<file path="src/rtl/lcd_pkg.sv">
// Shared LCD definitions: FSM encodings, 50 MHz timing defaults and command codes.
// Used by the init controller and the byte writer.
package lcd_pkg;

  localparam int unsigned CNT_W = 20;

  localparam int unsigned SETUP_CYCLES_DEF      = 2;
  localparam int unsigned PULSE_CYCLES_DEF      = 12;
  localparam int unsigned HOLD_CYCLES_DEF       = 1;
  localparam int unsigned NIBBLE_GAP_CYCLES_DEF = 50;
  localparam int unsigned BYTE_WAIT_CYCLES_DEF  = 2000;
  localparam int unsigned LONG_WAIT_CYCLES_DEF  = 82000;
  localparam int unsigned INIT_WAIT_15MS_CYCLES = 750000;
  localparam int unsigned INIT_WAIT_4MS_CYCLES  = 205000;

  localparam logic [7:0] CMD_CLEAR    = 8'h01;
  localparam logic [7:0] CMD_HOME     = 8'h02;
  localparam logic [7:0] CMD_HOME_ALT = 8'h03;

  typedef enum logic [2:0] {
    ST_IDLE, ST_HI, ST_GAP, ST_LO, ST_WAIT
  } byte_state_t;

  typedef enum logic [1:0] {
    NS_IDLE, NS_SETUP, NS_PULSE, NS_HOLD
  } nib_state_t;

  function automatic logic is_long_cmd(input logic [7:0] b, input logic rs);
    return !rs && (b == CMD_CLEAR || b == CMD_HOME || b == CMD_HOME_ALT);
  endfunction

endpackage

</file>
<file path="src/rtl/lcd_nibble_strobe.sv">
// One nibble write: setup, E pulse, hold; done_o is high in the final hold cycle.
// Nibble is captured on start_i; start_i is only honoured while idle.
module lcd_nibble_strobe
  import lcd_pkg::*;
#(
  parameter int unsigned SETUP_CYCLES = SETUP_CYCLES_DEF,
  parameter int unsigned PULSE_CYCLES = PULSE_CYCLES_DEF,
  parameter int unsigned HOLD_CYCLES  = HOLD_CYCLES_DEF
) (
  input  logic       clk_i,
  input  logic       rst_i,
  input  logic       start_i,
  input  logic [3:0] nibble_i,
  output logic       done_o,
  output logic       en_o,
  output logic [3:0] data_o
);

  localparam logic [CNT_W-1:0] SETUP_LAST = CNT_W'(SETUP_CYCLES - 1);
  localparam logic [CNT_W-1:0] PULSE_LAST = CNT_W'(PULSE_CYCLES - 1);
  localparam logic [CNT_W-1:0] HOLD_LAST  = CNT_W'(HOLD_CYCLES - 1);

  nib_state_t       state_q, state_d;
  logic [CNT_W-1:0] cnt_q, cnt_d;
  logic             en_q, en_d;
  logic [3:0]       data_q, data_d;

  always_ff @(posedge clk_i or posedge rst_i) begin
    if (rst_i) begin
      state_q <= NS_IDLE;
      cnt_q   <= '0;
      en_q    <= 1'b0;
      data_q  <= 4'h0;
    end else begin
      state_q <= state_d;
      cnt_q   <= cnt_d;
      en_q    <= en_d;
      data_q  <= data_d;
    end
  end

  always_comb begin
    state_d = state_q;
    cnt_d   = cnt_q + 1'b1;
    done_o  = 1'b0;
    case (state_q)
      NS_IDLE: begin
        cnt_d = '0;
        if (start_i) state_d = NS_SETUP;
      end
      NS_SETUP: if (cnt_q == SETUP_LAST) begin
        state_d = NS_PULSE;
        cnt_d   = '0;
      end
      NS_PULSE: if (cnt_q == PULSE_LAST) begin
        state_d = NS_HOLD;
        cnt_d   = '0;
      end
      NS_HOLD: if (cnt_q == HOLD_LAST) begin
        state_d = NS_IDLE;
        cnt_d   = '0;
        done_o  = 1'b1;
      end
      default: begin
        state_d = NS_IDLE;
        cnt_d   = '0;
      end
    endcase
  end

  // Data is frozen for the whole sequence so it cannot move under E.
  always_comb begin
    en_d   = (state_d == NS_PULSE);
    data_d = (state_d == NS_IDLE) ? 4'h0 :
             (state_q == NS_IDLE) ? nibble_i : data_q;
  end

  assign en_o   = en_q;
  assign data_o = data_q;

endmodule

</file>
<file path="src/rtl/lcd_byte_writer.sv">
// 4-bit LCD byte writer: high nibble, gap, low nibble, execution wait; oDone with oReady after wait.
// One byte in flight, inputs ignored while busy. LCD_LONG_CMD_WAIT_EN stretches clear/home waits.
module lcd_byte_writer
  import lcd_pkg::*;
#(
  parameter int unsigned SETUP_CYCLES      = SETUP_CYCLES_DEF,
  parameter int unsigned PULSE_CYCLES      = PULSE_CYCLES_DEF,
  parameter int unsigned HOLD_CYCLES       = HOLD_CYCLES_DEF,
  parameter int unsigned NIBBLE_GAP_CYCLES = NIBBLE_GAP_CYCLES_DEF,
  parameter int unsigned BYTE_WAIT_CYCLES  = BYTE_WAIT_CYCLES_DEF,
  parameter int unsigned LONG_WAIT_CYCLES  = LONG_WAIT_CYCLES_DEF
) (
  input  logic       Clock,
  input  logic       Reset,
  input  logic [7:0] iByte,
  input  logic       iRegisterSelect,
  input  logic       iValid,
  output logic       oReady,
  output logic       oDone,
  output logic       oLCD_Enabled,
  output logic       oLCD_RegisterSelect,
  output logic [3:0] oLCD_Data
);

  localparam logic [CNT_W-1:0] GAP_LAST = CNT_W'(NIBBLE_GAP_CYCLES - 1);

  byte_state_t      state_q, state_d;
  logic [CNT_W-1:0] cnt_q, cnt_d, wait_last;
  logic [3:0]       lo_q, lo_d;
  logic             rs_q, rs_d, long_q, long_d;
  logic             ready_q, ready_d, done_q, done_d, lcd_rs_q, lcd_rs_d;
  logic             accept, strobe_start, strobe_done;
  logic [3:0]       strobe_nibble;

  assign accept = iValid && ready_q;

`ifdef LCD_LONG_CMD_WAIT_EN
  assign long_d = accept ? is_long_cmd(iByte, iRegisterSelect) : long_q;
`else
  assign long_d = 1'b0;
`endif

  assign wait_last = long_q ? CNT_W'(LONG_WAIT_CYCLES - 1) : CNT_W'(BYTE_WAIT_CYCLES - 1);

  always_ff @(posedge Clock or posedge Reset) begin
    if (Reset) begin
      state_q  <= ST_IDLE;
      cnt_q    <= '0;
      lo_q     <= 4'h0;
      rs_q     <= 1'b0;
      long_q   <= 1'b0;
      ready_q  <= 1'b1;
      done_q   <= 1'b0;
      lcd_rs_q <= 1'b0;
    end else begin
      state_q  <= state_d;
      cnt_q    <= cnt_d;
      lo_q     <= lo_d;
      rs_q     <= rs_d;
      long_q   <= long_d;
      ready_q  <= ready_d;
      done_q   <= done_d;
      lcd_rs_q <= lcd_rs_d;
    end
  end

  always_comb begin
    state_d      = state_q;
    cnt_d        = '0;
    strobe_start = 1'b0;
    case (state_q)
      ST_IDLE: if (accept) begin
        state_d      = ST_HI;
        strobe_start = 1'b1;
      end
      ST_HI: if (strobe_done) state_d = ST_GAP;
      ST_GAP: if (cnt_q == GAP_LAST) begin
        state_d      = ST_LO;
        strobe_start = 1'b1;
      end else begin
        cnt_d = cnt_q + 1'b1;
      end
      ST_LO: if (strobe_done) state_d = ST_WAIT;
      ST_WAIT: if (cnt_q == wait_last) state_d = ST_IDLE;
               else cnt_d = cnt_q + 1'b1;
      default: state_d = ST_IDLE;
    endcase
  end

  // High nibble goes straight from the input at accept; only the low nibble needs storing.
  always_comb begin
    lo_d          = accept ? iByte[3:0] : lo_q;
    rs_d          = accept ? iRegisterSelect : rs_q;
    ready_d       = (state_d == ST_IDLE);
    done_d        = (state_q == ST_WAIT) && (state_d == ST_IDLE);
    lcd_rs_d      = (state_d != ST_IDLE) && rs_d;
    strobe_nibble = (state_q == ST_IDLE) ? iByte[7:4] : lo_q;
  end

  lcd_nibble_strobe #(
    .SETUP_CYCLES(SETUP_CYCLES),
    .PULSE_CYCLES(PULSE_CYCLES),
    .HOLD_CYCLES (HOLD_CYCLES)
  ) u_strobe (
    .clk_i   (Clock),
    .rst_i   (Reset),
    .start_i (strobe_start),
    .nibble_i(strobe_nibble),
    .done_o  (strobe_done),
    .en_o    (oLCD_Enabled),
    .data_o  (oLCD_Data)
  );

  assign oReady              = ready_q;
  assign oDone               = done_q;
  assign oLCD_RegisterSelect = lcd_rs_q;

endmodule

</file>
<file path="config.mk">
export PLATFORM = sky130hd
export DESIGN_NAME = lcd_byte_writer
export DESIGN_NICKNAME = d
export VERILOG_FILES = /design/src/rtl/lcd_pkg.sv /design/src/rtl/lcd_nibble_strobe.sv /design/src/rtl/lcd_byte_writer.sv
export SDC_FILE = /design/constraint.sdc
export NUM_CORES = 1
export LEC_CHECK = 0
export ABC_AREA = 1
export CORE_MARGIN = 1.5
export CORE_UTILIZATION = 59
export CTS_BUF_LIST = sky130_fd_sc_hd__clkbuf_8
export CTS_CLUSTER_SIZE = 14
export DETAILED_ROUTE_END_ITERATION = 8
export PLACE_DENSITY_LB_ADDON = 0.2
export SETUP_SLACK_MARGIN = 0.02
export SLEW_MARGIN = 25
export SYNTH_ARGS = -nofsm -noshare
export SYNTH_HDL_FRONTEND = slang
export SYNTH_SLANG_ARGS = --single-unit
export TNS_END_PERCENT = 1
</file>
<file path="constraint.sdc">
create_clock -name Clock -period 2 [get_ports Clock]
set_input_delay 0.4 -clock Clock [delete_from_list [all_inputs] [get_ports Clock]]
set_output_delay 0.4 -clock Clock [all_outputs]
set_load 0.05 [all_outputs]
</file>
==> results.tsv <==
metric	value	unit
outcome	complete, no violations	
cp_slowest_stage_delay	0.80	ns
grt_overflow	0	
yosys.area.top_type	dfrtp_1	
synth_edf_count	0	
grt_max_degree	22	
clkTransAtPathRegs	0.07	ns
grt_first_pass_wirelength	13100	um
syn_area	3470	sq um
synth.avg_cell_area	7.58	sq um
dr.pass1.iters	4	
crit_family	buffers and inverters	
path_class	flip-flop to output port	
n_antenna_cell	0	
peakVddDrop	0.614	mV
fmax	525	MHz
cts_tree	yes	
post-cts-setup-buffers	0	
skew	0.00857	ns
placed_cells	551	
startpoint_type	flip-flop	
slew_headroom	0.665	
drive_gt1_frac	0.131	
critPathBufInv	1	
worstPathMaxFanout	2	
synth_top_area_share	0.412	
seq_area_frac_synth	0.419	
wl	7720	um
synthCells	457	
final_cells	567	
r2r_setup_slack	0.26	ns
finalHoldViolCount	0	
slew_violations	0	
hold_buffers	0	
final_area	4050	sq um
coreArea	5570	sq um
setup_viol	0	
dieArea	6340	sq um
ys_async_sr_fraction	1.00	
end_kind	output port	
critPathRequiredTime	1.60	ns
start_util	0.622	
cts_buffer_depth	2	
area_growth	16.8	%
ys_types	38	
cts_buffers	9	
h-tree-depth	3	
crit_slowest_cell	clkdlybuf4s50_1	
port-buffer-count	19	
dpl_cell_area	3810	sq um
synth.most_common_cell	nand2_1	
synth_area_leaders	dfrtp_1 (41%), nand2_1 (11%), nor2_1 (8.3%), inv_1 (6.3%), nand3_1 (4.5%)	
postRouteAntennaNets	0	
clock_latency	0.34	ns
antenna_found_initial	0	
cp_cell_sequence	clkdlybuf4s50_1	
fin_crit_sh	0.952	
tightestPinTransition	0.501	ns
nNetsFinal	507	
whs	0.413	ns
num_rows	27	
postSynthNetCount	474	
wire_per_inst	13.6	um
maxCapViolCount	0	
min_path_type	input pin to async pin	
track_usage	0.273	
die_y	79.6	um
r2r_end	u_strobe.data_o[2]	
arrival	1.50	ns
vias	3055	
grt_pass1_vias	3040	
boundaryPins	20	
setup_tns	0	ns
drc	0	
cts_sinks	58	
synth_commonest_cells	nand2_1 (100), nor2_1 (77), inv_1 (58)	
drt_iter0_markers	223	
power_leakage	1.95	nW
ys_seq_elements	58	
synth_warnings	0	
die_w	79.6	um
viasPerCell	5.39	
cts-root-buf	clkbuf_8	
gp_congestion	0.951	
timing.rr.start	u_strobe.cnt_q[1]	
hpwlAfterDp	5610	um
power_density	620	nW/um^2
reg2regPathDepth	11	
rsz0062_at_grt	false	
power	0.00251	W
synth_ff_type	dfrtp_1	
min_period	1.90	ns
power by group:
| part | switching (W) | internal (W) | total [W] |
|---|---|---|---|
| clock | 0.000483 | 0.000801 | 0.00128 |
| sequential | 0 | 0.00117 | 0.00117 |
| combinational | 0.0000271 | 0.0000265 | 0.0000536 |
layout make-up:
type / count / area, sq um
Clock buffer: 12 / 165
Clock inverter: 4 / 72.6
Fill cell: 442 / 1530
Inverter: 63 / 236
Multi-Input combinational cell: 330 / 1750
Sequential cell: 58 / 1450
Tap cell: 72 / 90.1
Timing Repair Buffer: 28 / 280
cells by family (layout without fill, tap and decap cells):
kind of cell | after synthesis | count (layout) | synth area share
AOI/OAI and AO/OA | 35 | 35 | 0.0592
xor gates and xnor gates | 22 | 22 | 0.0556
adders and majority gates | 5 | 5 | 0.0181
buffers and inverters | 69 | 107 | 0.0755
DFF | 58 | 58 | 0.419
and+or+nand+nor | 268 | 268 | 0.373
timing repair:
| item | in CTS | in global routing |
|---|---|---|
| endpoints found under the setup margin | 0 | 3 |
| hold endpoints to repair | 0 | 0 |
| resized for setup | 0 | 1 |
state kept, by name, indices dropped and copies added, names as in the netlist:
name and cells:
cnt_q 20, u_strobe.cnt_q 20, lo_q 4, u_strobe.data_o 4
state_q 3, u_strobe.state_q 2, oDone 1, oLCD_RegisterSelect 1
oReady 1, rs_q 1, u_strobe.en_o 1
cell usage in the layout (no fill, tap or decap), types with 2 or more instances in the layout:
master,instances
o21ai_1,5
bufinv_16,2
clkbuf_8,12
nor2_1,77
nor3_2,4
inv_2,7
nand4_1,13
dfrtp_1,57
ha_1,5
o21ai_2,2
nand3b_1,3
a21oi_2,2
nand2_1,100
o21ai_0,5
buf_4,8
xor2_1,17
nor2_2,4
nand3_4,2
buf_12,2
nor4_1,3
nand2_2,6
inv_1,56
and2_1,3
a21oi_1,13
a31oi_1,5
nor3_1,9
nand3_1,31
nor2_4,3
xnor2_1,5
nand3_2,4
clkdlybuf4s50_1,18
worst max path at each step:
stage,startpoint,to,slack [ns],cells past startpoint
after floorplan,Reset,cnt_q[0],0.17,1
after global placement,iValid,oLCD_RegisterSelect,0.28,9
after detailed placement,iValid,oDone,0.17,10
after CTS,u_strobe.data_o[2],oLCD_Data[2],0.07,1
after global routing,u_strobe.data_o[2],oLCD_Data[2],0.04,1
final,u_strobe.data_o[2],oLCD_Data[2],0.1,1
metrics by stage:
step            util  setup slack (ns)
3_5_place_dp   0.684             0.168
2_1_floorplan      -             0.174
4_1_cts        0.726            0.0725
5_1_grt        0.726            0.0419
3_3_place_gp   0.684             0.285
6_report       0.726            0.0960
per-layer routing:
layer  share of wire  vias to the layer above  track usage
li1                -                     1524            -
met1            0.42                     1417        0.320
met5               0                        -            0
met4           0.032                        0        0.126
met2            0.50                       87        0.468
met3           0.048                       27       0.0651
(Power assumes the default switching activity.)
